==> config.mk <==
export PLATFORM = sky130hd
export DESIGN_NAME = pipe_stage_skid
export DESIGN_NICKNAME = d
export VERILOG_FILES = /design/src/rtl/pipe_stage_skid.sv
export SDC_FILE = /design/constraint.sdc
export NUM_CORES = 1
export LEC_CHECK = 0
export ABC_AREA = 1
export CAP_MARGIN = 10
export CORE_ASPECT_RATIO = 1.1
export CORE_UTILIZATION = 30
export CTS_CLUSTER_DIAMETER = 120
export DETAILED_ROUTE_END_ITERATION = 6
export MAX_ROUTING_LAYER = met4
export PLACE_DENSITY = 0.62
export RECOVER_POWER = 25
export SYNTH_ARGS = -nofsm -noshare
export SYNTH_HDL_FRONTEND = slang
export SYNTH_SLANG_ARGS = --single-unit
==> constraint.sdc <==
create_clock -name clk -period 2.4 [get_ports clk]
set_clock_uncertainty 0.15 [all_clocks]
set_input_delay 0.48 -clock clk [delete_from_list [all_inputs] [get_ports clk]]
set_output_delay 0.48 -clock clk [all_outputs]
set_load 0.005 [all_outputs]
==> src/rtl/pipe_stage_skid.sv <==
// ----------------------------------------------------------------------------
// pipe_stage_skid
// Back-pressure-aware pipeline stage register with a 2-entry skid buffer.
// The main (head) register drives the outputs. The skid register catches the
// one entry that can arrive while downstream stalls. This lets in_ready be a
// registered signal and still sustain one entry per cycle.
//
// Ports
//   clk        : clock, rising edge
//   rst        : synchronous active-high reset, drops all entries
//   flush      : synchronous flush, kills all held entries (data regs hold)
//   in_valid   : upstream entry present
//   in_ready   : stage can accept (registered, never depends on out_ready)
//   in_data    : upstream data bundle  [DATA_W]
//   in_ctrl    : upstream control bundle [CTRL_W]
//   out_valid  : stage holds an entry for downstream
//   out_ready  : downstream accepts
//   out_data   : data bundle of head entry
//   out_ctrl   : control bundle of head entry, zero when out_valid=0
//   occupancy  : entries held (0, 1 or 2)
//
// Optional build macro PIPE_STAGE_STATS_EN adds:
//   stall_cnt  : cycles with out_valid & !out_ready (saturating, 32 bit)
//   flush_cnt  : flush cycles that hit a non-empty stage (saturating, 32 bit)
// ----------------------------------------------------------------------------
module pipe_stage_skid #(
    parameter int unsigned DATA_W = 96,
    parameter int unsigned CTRL_W = 9
) (
    input  logic              clk,
    input  logic              rst,
    input  logic              flush,
    input  logic              in_valid,
    output logic              in_ready,
    input  logic [DATA_W-1:0] in_data,
    input  logic [CTRL_W-1:0] in_ctrl,
    output logic              out_valid,
    input  logic              out_ready,
    output logic [DATA_W-1:0] out_data,
    output logic [CTRL_W-1:0] out_ctrl,
    output logic [1:0]        occupancy
`ifdef PIPE_STAGE_STATS_EN
    ,
    output logic [31:0]       stall_cnt,
    output logic [31:0]       flush_cnt
`endif
);

    localparam int unsigned OCC_W = 2;
    localparam int unsigned CNT_W = 32;

    typedef enum logic [1:0] {
        ST_EMPTY = 2'd0,
        ST_ONE   = 2'd1,
        ST_TWO   = 2'd2
    } state_e;

    state_e            state_q, state_d;
    logic [DATA_W-1:0] main_data_q, main_data_d;
    logic [CTRL_W-1:0] main_ctrl_q, main_ctrl_d;
    logic [DATA_W-1:0] skid_data_q, skid_data_d;
    logic [CTRL_W-1:0] skid_ctrl_q, skid_ctrl_d;
    logic              in_ready_q, in_ready_d;
    logic              out_valid_q, out_valid_d;
    logic [OCC_W-1:0]  occ_q, occ_d;

    logic acc_in_c;
    logic acc_out_c;

    // Handshakes use only registered flags, so out_ready never reaches in_ready.
    assign acc_in_c  = in_valid & in_ready_q;
    assign acc_out_c = out_valid_q & out_ready;

    // Next-state and storage update.
    always_comb begin
        state_d     = state_q;
        main_data_d = main_data_q;
        main_ctrl_d = main_ctrl_q;
        skid_data_d = skid_data_q;
        skid_ctrl_d = skid_ctrl_q;

        if (flush) begin
            // Bubble: kill control, keep data; any capture this cycle is dropped.
            state_d     = ST_EMPTY;
            main_ctrl_d = '0;
            skid_ctrl_d = '0;
        end else begin
            unique case (state_q)
                ST_EMPTY: begin
                    if (acc_in_c) begin
                        state_d     = ST_ONE;
                        main_data_d = in_data;
                        main_ctrl_d = in_ctrl;
                    end
                end
                ST_ONE: begin
                    if (acc_in_c && acc_out_c) begin
                        main_data_d = in_data;
                        main_ctrl_d = in_ctrl;
                    end else if (acc_in_c) begin
                        // Downstream stalled: park the new entry behind the head.
                        state_d     = ST_TWO;
                        skid_data_d = in_data;
                        skid_ctrl_d = in_ctrl;
                    end else if (acc_out_c) begin
                        state_d     = ST_EMPTY;
                        main_ctrl_d = '0;
                    end
                end
                ST_TWO: begin
                    // in_ready is low here, so only a drain can happen.
                    if (acc_out_c) begin
                        state_d     = ST_ONE;
                        main_data_d = skid_data_q;
                        main_ctrl_d = skid_ctrl_q;
                        skid_ctrl_d = '0;
                    end
                end
                default: begin
                    state_d     = ST_EMPTY;
                    main_ctrl_d = '0;
                    skid_ctrl_d = '0;
                end
            endcase
        end

        in_ready_d  = (state_d != ST_TWO);
        out_valid_d = (state_d != ST_EMPTY);
        unique case (state_d)
            ST_ONE:  occ_d = OCC_W'(1);
            ST_TWO:  occ_d = OCC_W'(2);
            default: occ_d = OCC_W'(0);
        endcase
    end

    // State and storage registers.
    always_ff @(posedge clk) begin
        if (rst) begin
            state_q     <= ST_EMPTY;
            main_data_q <= '0;
            main_ctrl_q <= '0;
            skid_data_q <= '0;
            skid_ctrl_q <= '0;
            in_ready_q  <= 1'b1;
            out_valid_q <= 1'b0;
            occ_q       <= '0;
        end else begin
            state_q     <= state_d;
            main_data_q <= main_data_d;
            main_ctrl_q <= main_ctrl_d;
            skid_data_q <= skid_data_d;
            skid_ctrl_q <= skid_ctrl_d;
            in_ready_q  <= in_ready_d;
            out_valid_q <= out_valid_d;
            occ_q       <= occ_d;
        end
    end

    assign in_ready  = in_ready_q;
    assign out_valid = out_valid_q;
    assign out_data  = main_data_q;
    // main ctrl is cleared whenever the stage empties, so it reads zero when idle.
    assign out_ctrl  = main_ctrl_q;
    assign occupancy = occ_q;

`ifdef PIPE_STAGE_STATS_EN
    logic [CNT_W-1:0] stall_cnt_q, stall_cnt_d;
    logic [CNT_W-1:0] flush_cnt_q, flush_cnt_d;

    // Saturating event counters; flush does not clear them.
    always_comb begin
        stall_cnt_d = stall_cnt_q;
        flush_cnt_d = flush_cnt_q;
        if (out_valid_q && !out_ready && (stall_cnt_q != '1)) begin
            stall_cnt_d = stall_cnt_q + CNT_W'(1);
        end
        if (flush && (state_q != ST_EMPTY) && (flush_cnt_q != '1)) begin
            flush_cnt_d = flush_cnt_q + CNT_W'(1);
        end
    end

    always_ff @(posedge clk) begin
        if (rst) begin
            stall_cnt_q <= '0;
            flush_cnt_q <= '0;
        end else begin
            stall_cnt_q <= stall_cnt_d;
            flush_cnt_q <= flush_cnt_d;
        end
    end

    assign stall_cnt = stall_cnt_q;
    assign flush_cnt = flush_cnt_q;
`else
    // Statistics counters are not built in this configuration.
`endif

endmodule
==> results of run 1 <==
-- power breakdown --
group	internal, mW	switching [mW]
Combinational	0.706	0.669
Clock	2.33	1.57
Sequential	3.74	0.0917
Total	6.78	2.33
-- state kept, by name (all words and copies together) (netlist names) --
| register | flops |
|---|---|
| occupancy | 2 |
| in_ready | 1 |
| skid_ctrl_q | 9 |
| out_ctrl | 9 |
| out_valid | 1 |
| out_data | 96 |
| skid_data_q | 96 |
| state_q | 2 |
-- layout make-up --
cell class                 count  area share [%]
timing repair buffer         261            20.8
clock inverter                15            1.24
inverter                      22           0.620
sequential                   216            32.0
clock buffer                  30            4.99
antenna                        5          0.0925
tap                          426            3.94
multi-input combinational   1089            36.3
-- worst paths after layout --
kind,start,to,slack [ns],cells after the start
max,in_valid,out_data[5],0.28,10
max reg2reg,state_q[1],out_data[5],0.33,9
min,rst,out_data[29],0.29,4
min reg2reg,skid_data_q[35],skid_data_q[35],0.31,2
-- stage by stage --
stage / std cells / hold WS, ns / worst slack, ns / cell area (µm²)
after floorplan: 1444 / 0.290 / 0.678 / 9840
after global placement: 2014 / 0.298 / 0.0609 / 12700
after detailed placement: 2014 / 0.302 / 0.0192 / 12700
after CTS: 2059 / 0.274 / 0.305 / 13500
after global routing: 2063 / 0.310 / 0.163 / 13500
final: 2064 / 0.286 / 0.284 / 13500
-- metal layers --
layer  wire [µm]  vias to the layer above  global-route usage, %
met3        1500                       72                   2.22
met1       13400                     4530                   22.6
met2       14400                      304                   30.1
met5           0                        -                      -
met4        1070                        0                   8.49
li1            -                     5024                      -
-- worst min-delay path, stage by stage --
cell	delay, ns
buf_4	0.13
clkinv_2	0.16
nand2_1	0.08
nor2_1	0.07
-- cell families after synthesis --
group	after synthesis	share of synthesized area (%)
AOI/OAI and AO/OA	213	10.9
buffers and inverters	139	6.51
DFF	216	43.9
and+or+nand+nor	876	38.7
-- cell usage in the layout, fill, tap and decap left out --
cell and instances:
clkbuf_2 2, buf_12 26, nand3_1 114, buf_4 15, clkinv_2 8, a21oi_4 1, inv_2 1, o21ai_0 2
clkdlybuf4s50_1 216, diode_2 5, nor2_4 3, clkinv_4 4, inv_1 19, clkbuf_16 25, a21oi_1 210, clkbuf_1 3
nand2_1 552, clkbuf_8 3, dlygate4sd3_1 1, clkinv_1 1, nand2_4 2, clkinvlp_4 1, bufinv_16 3, nand3b_1 96
nor2_2 1, dfxtp_1 216, nor2_1 108
==> impl_results.md, run 1 <==
* Via/cell ratio at 4.81
* Layout Nets at 1,725
* Setup Buffers After CTS at 0
* Buffers on Ports at between 200 and 250
* Seq/Total Area, Yosys at a little over two fifths
* # DRC at 0
* Clk_lat worst skew at 0.52 ns
* Peak VDD IR at roughly 0.00037 V
* Vias at ~9,900
* CP max stage cell: clkdlybuf4s50_1
* Netlist cell types at 18
* Post-cts hold buffer count at 0
* Post-CTS Resized at 0
* Vias in the first global route at ~9,400
* Syn_area_per_cell at between 6 and 7 µm²
* Layout cells sized above 1 at 5.82%
* Gate Count Post-Synth at 1,444
* Max Slew Vio Count at 0
* Worst Path Buf+Inv at 4
* DIE AREA at 33,500 µm²
* Setup tns final at 0 ns
* Most frequent cell on the critical path: nand2_1
* Crit path arrival time at 2.38 ns
* Clock root buffer: clkbuf_16
* Most frequent cell after synthesis: nand2_1
* MaxCap Viol Count at 0
* Clock Tree Buf Depth at 3
* Reg area at around 4300 µm²
* Synth area leaders: dfxtp_1, nand2_1, a21oi_1
* Io pins at 219
* Dpl hpwl at 19.4 mm
* Total track usage at between 10% and 20%
* Routed Antenna Nets at 0
* Setup-failing EPs final at 0
* CTS tree: done
* Die W at 175 µm
* Leak Pwr at 5.39 nW
* EDFF count, synth at 0
* Pin count of the biggest net entering global routing at 69
* Fin crit period at 2.12 ns
* Area leader, netlist: dfxtp_1
* Top-area cell type share of the netlist area at a little over two fifths
* Drt total wl at 30.4 mm
* Drt first pass iters at 5
* Crit path kind: in2reg
* Number of synthesized register bits at approximately 220
* Core Footprint at roughly 32,000 µm²
* CP max FO at 14
* Critical Path Start Type: input pin
* First-pass GRT wire length at around 49 mm
* Total Power at 9.11 mW
* Async S/R FF share, synth at 0%
* CP Cell Sequence: clkdlybuf4s50_1, nand2_1, inv_1, nand2_1, nand3_1, clkbuf_2, clkbuf_2, nand3b_1, nand2_1, nor2_1
* CP Capture Type: flop
* Total congestion overflow at 0
* Clock slew at reported path FFs at 0.06 ns
* RSZ-0062 raised after global routing: no
* CP required at 2.66 ns
* Die Y at 192 µm
* Initial antenna violation count at 4
* # rows at 69
* Worst path max stage delay at approximately 0.46 ns
* Syn Nets at ~1,600
* Num Clock Sinks at 216
* Initial core utilization at 30.5%
* CTS H-Tree Depth at 1
* Number of DRC markers in iteration 0 at ~640
* Ys flop type: dfxtp_1
* Fill cells at about 3,400
* Hold crit path type: in2reg
* Status: completed
* Top delay family on crit path: buffers and inverters
* Final Hold Vio Count at 0
* Final worst-path cycle share at 88.2%
* Drt wl/cell at 14.7 µm
* Warnings, synthesis at 0
* Worst slew pin tran at 0.823 ns
* Pwr per Cell Area at roughly 670 nW/µm²
* GP Congestion at 0.798
* Core Util, Final at 41.9%
* Slew headroom at 45.1%
* CTS buffer count at 25
* Multi-input gate area at around 4900 µm²
* Synth top cells by count: nand2_1, dfxtp_1, a21oi_1
* Max Fclk at roughly 0.47 GHz
* P&R area growth vs syn at 37.4%
* Mapped Area at 9840 µm²
Note: power is estimated with default switching activity, not from simulation.
==> run 2: changes to the inputs <==
--- a/config.mk
+++ b/config.mk
@@ -8,11 +8,12 @@
 export ABC_AREA = 1
 export CAP_MARGIN = 10
 export CORE_ASPECT_RATIO = 1.1
-export CORE_UTILIZATION = 30
+export CORE_UTILIZATION = 55
+export CTS_BUF_LIST = sky130_fd_sc_hd__clkbuf_16
 export CTS_CLUSTER_DIAMETER = 120
 export DETAILED_ROUTE_END_ITERATION = 6
 export MAX_ROUTING_LAYER = met4
-export PLACE_DENSITY = 0.62
+export PLACE_DENSITY = 0.95
 export RECOVER_POWER = 25
 export SYNTH_ARGS = -nofsm -noshare
 export SYNTH_HDL_FRONTEND = slang
==> impl_results.md, run 2 (synthesized netlist as in run 1, its figures left out) <==
* Status: completed
* Num Clock Sinks at 216
* Via/cell ratio at about 5.7
* CP required at between 2 and 3 ns
* Initial core utilization at 57.0%
* DIE AREA at between 15,000 and 20,000 µm²
* Design Area, Final at 13,100 µm²
* MaxCap Viol Count at 0
* Initial antenna violation count at 2
* P&R area growth vs syn at 32.9%
* CTS H-Tree Depth at 1
* Drt total wl at 29.5 mm
* Max Slew Vio Count at 0
* Critical Path Start Type: input pin
* Io pins at 219
* Slew headroom at 69.4%
* Leak Pwr at about 5.3 nW
* CP max FO at 28
* CP Capture Type: flop
* Commonest non-fill, non-tap cell in the layout: nand2_1
* Layout cells sized above 1 at 5.03%
* Max Fclk at 0.487 GHz
* Dpl hpwl at 18.7 mm
* Setup-failing EPs final at 0
* Crit path kind: in2reg
* Area post-placement at 12,500 µm²
* Setup Buffers After CTS at 0
* First-pass GRT wire length at 46.5 mm
* Crit path arrival time at 2.29 ns
* Die Y at roughly 140 µm
* Post-place setup slack at 0.0486 ns
* Routed Antenna Nets at 0
* Vias at 10,551
* # rows at 50
* Post-CTS Resized at 0
* Pwr per Cell Area at around 630 nW/µm²
* Total congestion overflow at 0
* Buffers on Ports at between 200 and 250
* RSZ-0062 raised after global routing: no
* Final setup margin at 0.346 ns
* Setup tns final at 0 ns
* Hold crit path type: in2reg
* Die W at between 100 and 150 µm
* Post-cts hold buffer count at 0
* M2 GR Usage at 53.1%
* Final worst-path cycle share at 85.6%
* CTS tree: done
* Commonest non-fill, non-tap cells in the layout: nand2_1, dfxtp_1, clkdlybuf4s50_1
* CTS buffer count at 22
* Busiest grt layer: met2
* Fill cells at between 1,000 and 1,500
* Clock Tree Buf Depth at 3
* Total track usage at 32.1%
* Drt first pass iters at 6
* Fin crit period at 2.05 ns
* Core Footprint at 17,300 µm²
* Peak VDD IR at 0.000536 V
* Hold WS at around 0.28 ns
* Drt wl/cell at 15.8 µm
* Pin count of the biggest net entering global routing at 99
* CP Cell Sequence: dlygate4sd3_1, nand2_1, a21oi_1, buf_12, buf_12, nand3b_1, nand2_1, nor2_1
* GRT met3 Usage at 4.14%
* Clock slew at reported path FFs at 0.06 ns
* Worst Path Buf+Inv at 3
* # DRC at 0
* Top delay family on crit path: buffers and inverters
* Clock root buffer: clkbuf_16
* M1 GR Usage at 38.7%
* Worst path max stage delay at around 0.53 ns
* Worst slew pin tran at 0.458 ns
* Final Hold Vio Count at 0
* Vias in the first global route at 9,613
* GP Congestion at 0.864
* CP max stage cell: dlygate4sd3_1
* Layout Nets at 1,727
* Number of DRC markers in iteration 0 at 1,019
* Clk_lat worst skew at about 0.50 ns
[run 2: cell count changes in the layout (fill, tap and decap cells not counted), moves of 2 or more]
cell	before	now
buf_4	15	23
clkbuf_2	2	0
clkinv_1	1	5
clkbuf_16	25	23
diode_2	5	2
bufinv_16	3	0
clkinv_4	4	0
clkbuf_8	3	0
inv_1	19	26
clkbuf_1	3	1
clkinv_2	8	3
[run 2: area by class of cell]
class                      count  area [µm²]  area share [%]
timing repair buffer         266        2850            21.8
inverter                      22        83.8           0.641
tap                          234         293            2.24
antenna                        2        5.00          0.0382
clock buffer                  23         576            4.40
sequential                   216        4320            33.0
clock inverter                14        55.1           0.421
multi-input combinational   1089        4900            37.5
[run 2: path summary, 6_finish.rpt]
| path | from | end | depth (start not counted) | slack, ns |
|---|---|---|---|---|
| hold / removal | rst | skid_data_q[50] | 2 | 0.28 |
| setup reg to reg | in_ready | out_data[74] | 7 | 0.50 |
| hold reg to reg | skid_ctrl_q[3] | skid_ctrl_q[3] | 2 | 0.31 |
| setup / recovery | in_valid | out_data[74] | 8 | 0.35 |
[run 2: metal layers]
| metal | share of wire [%] | wire length, µm | up-vias |
|---|---|---|---|
| li1 | - | - | 5017 |
| met1 | 38 | 11300 | 4878 |
| met2 | 49 | 14300 | 552 |
| met3 | 8.2 | 2430 | 104 |
| met4 | 4.8 | 1410 | 0 |
| met5 | 0 | 0 | - |
[run 2: per-stage QoR]
step	instances	total power [mW]	utilization, %
after floorplan	1444	4.55	-
after global placement	1827	5.25	72.3
after detailed placement	1827	5.29	72.3
after CTS	1864	8.31	75.9
after global routing	1866	8.60	75.8
final	1866	8.30	75.8
[run 2: worst register-to-register path, stage by stage, from the launching register on]
cell and delay (ns):
dfxtp_1 0.35, nand2_1 0.19, a21oi_1 0.44, buf_12 0.25, buf_12 0.19, nand3b_1 0.10
nand2_1 0.08, nor2_1 0.05
[run 2: power breakdown]
part | switching, mW | total, mW | internal [mW]
Clock | 1.35 | 3.06 | 1.71
Sequential | 0.0962 | 3.84 | 3.74
Combinational | 0.678 | 1.40 | 0.719
Total | 2.13 | 8.30 | 6.17
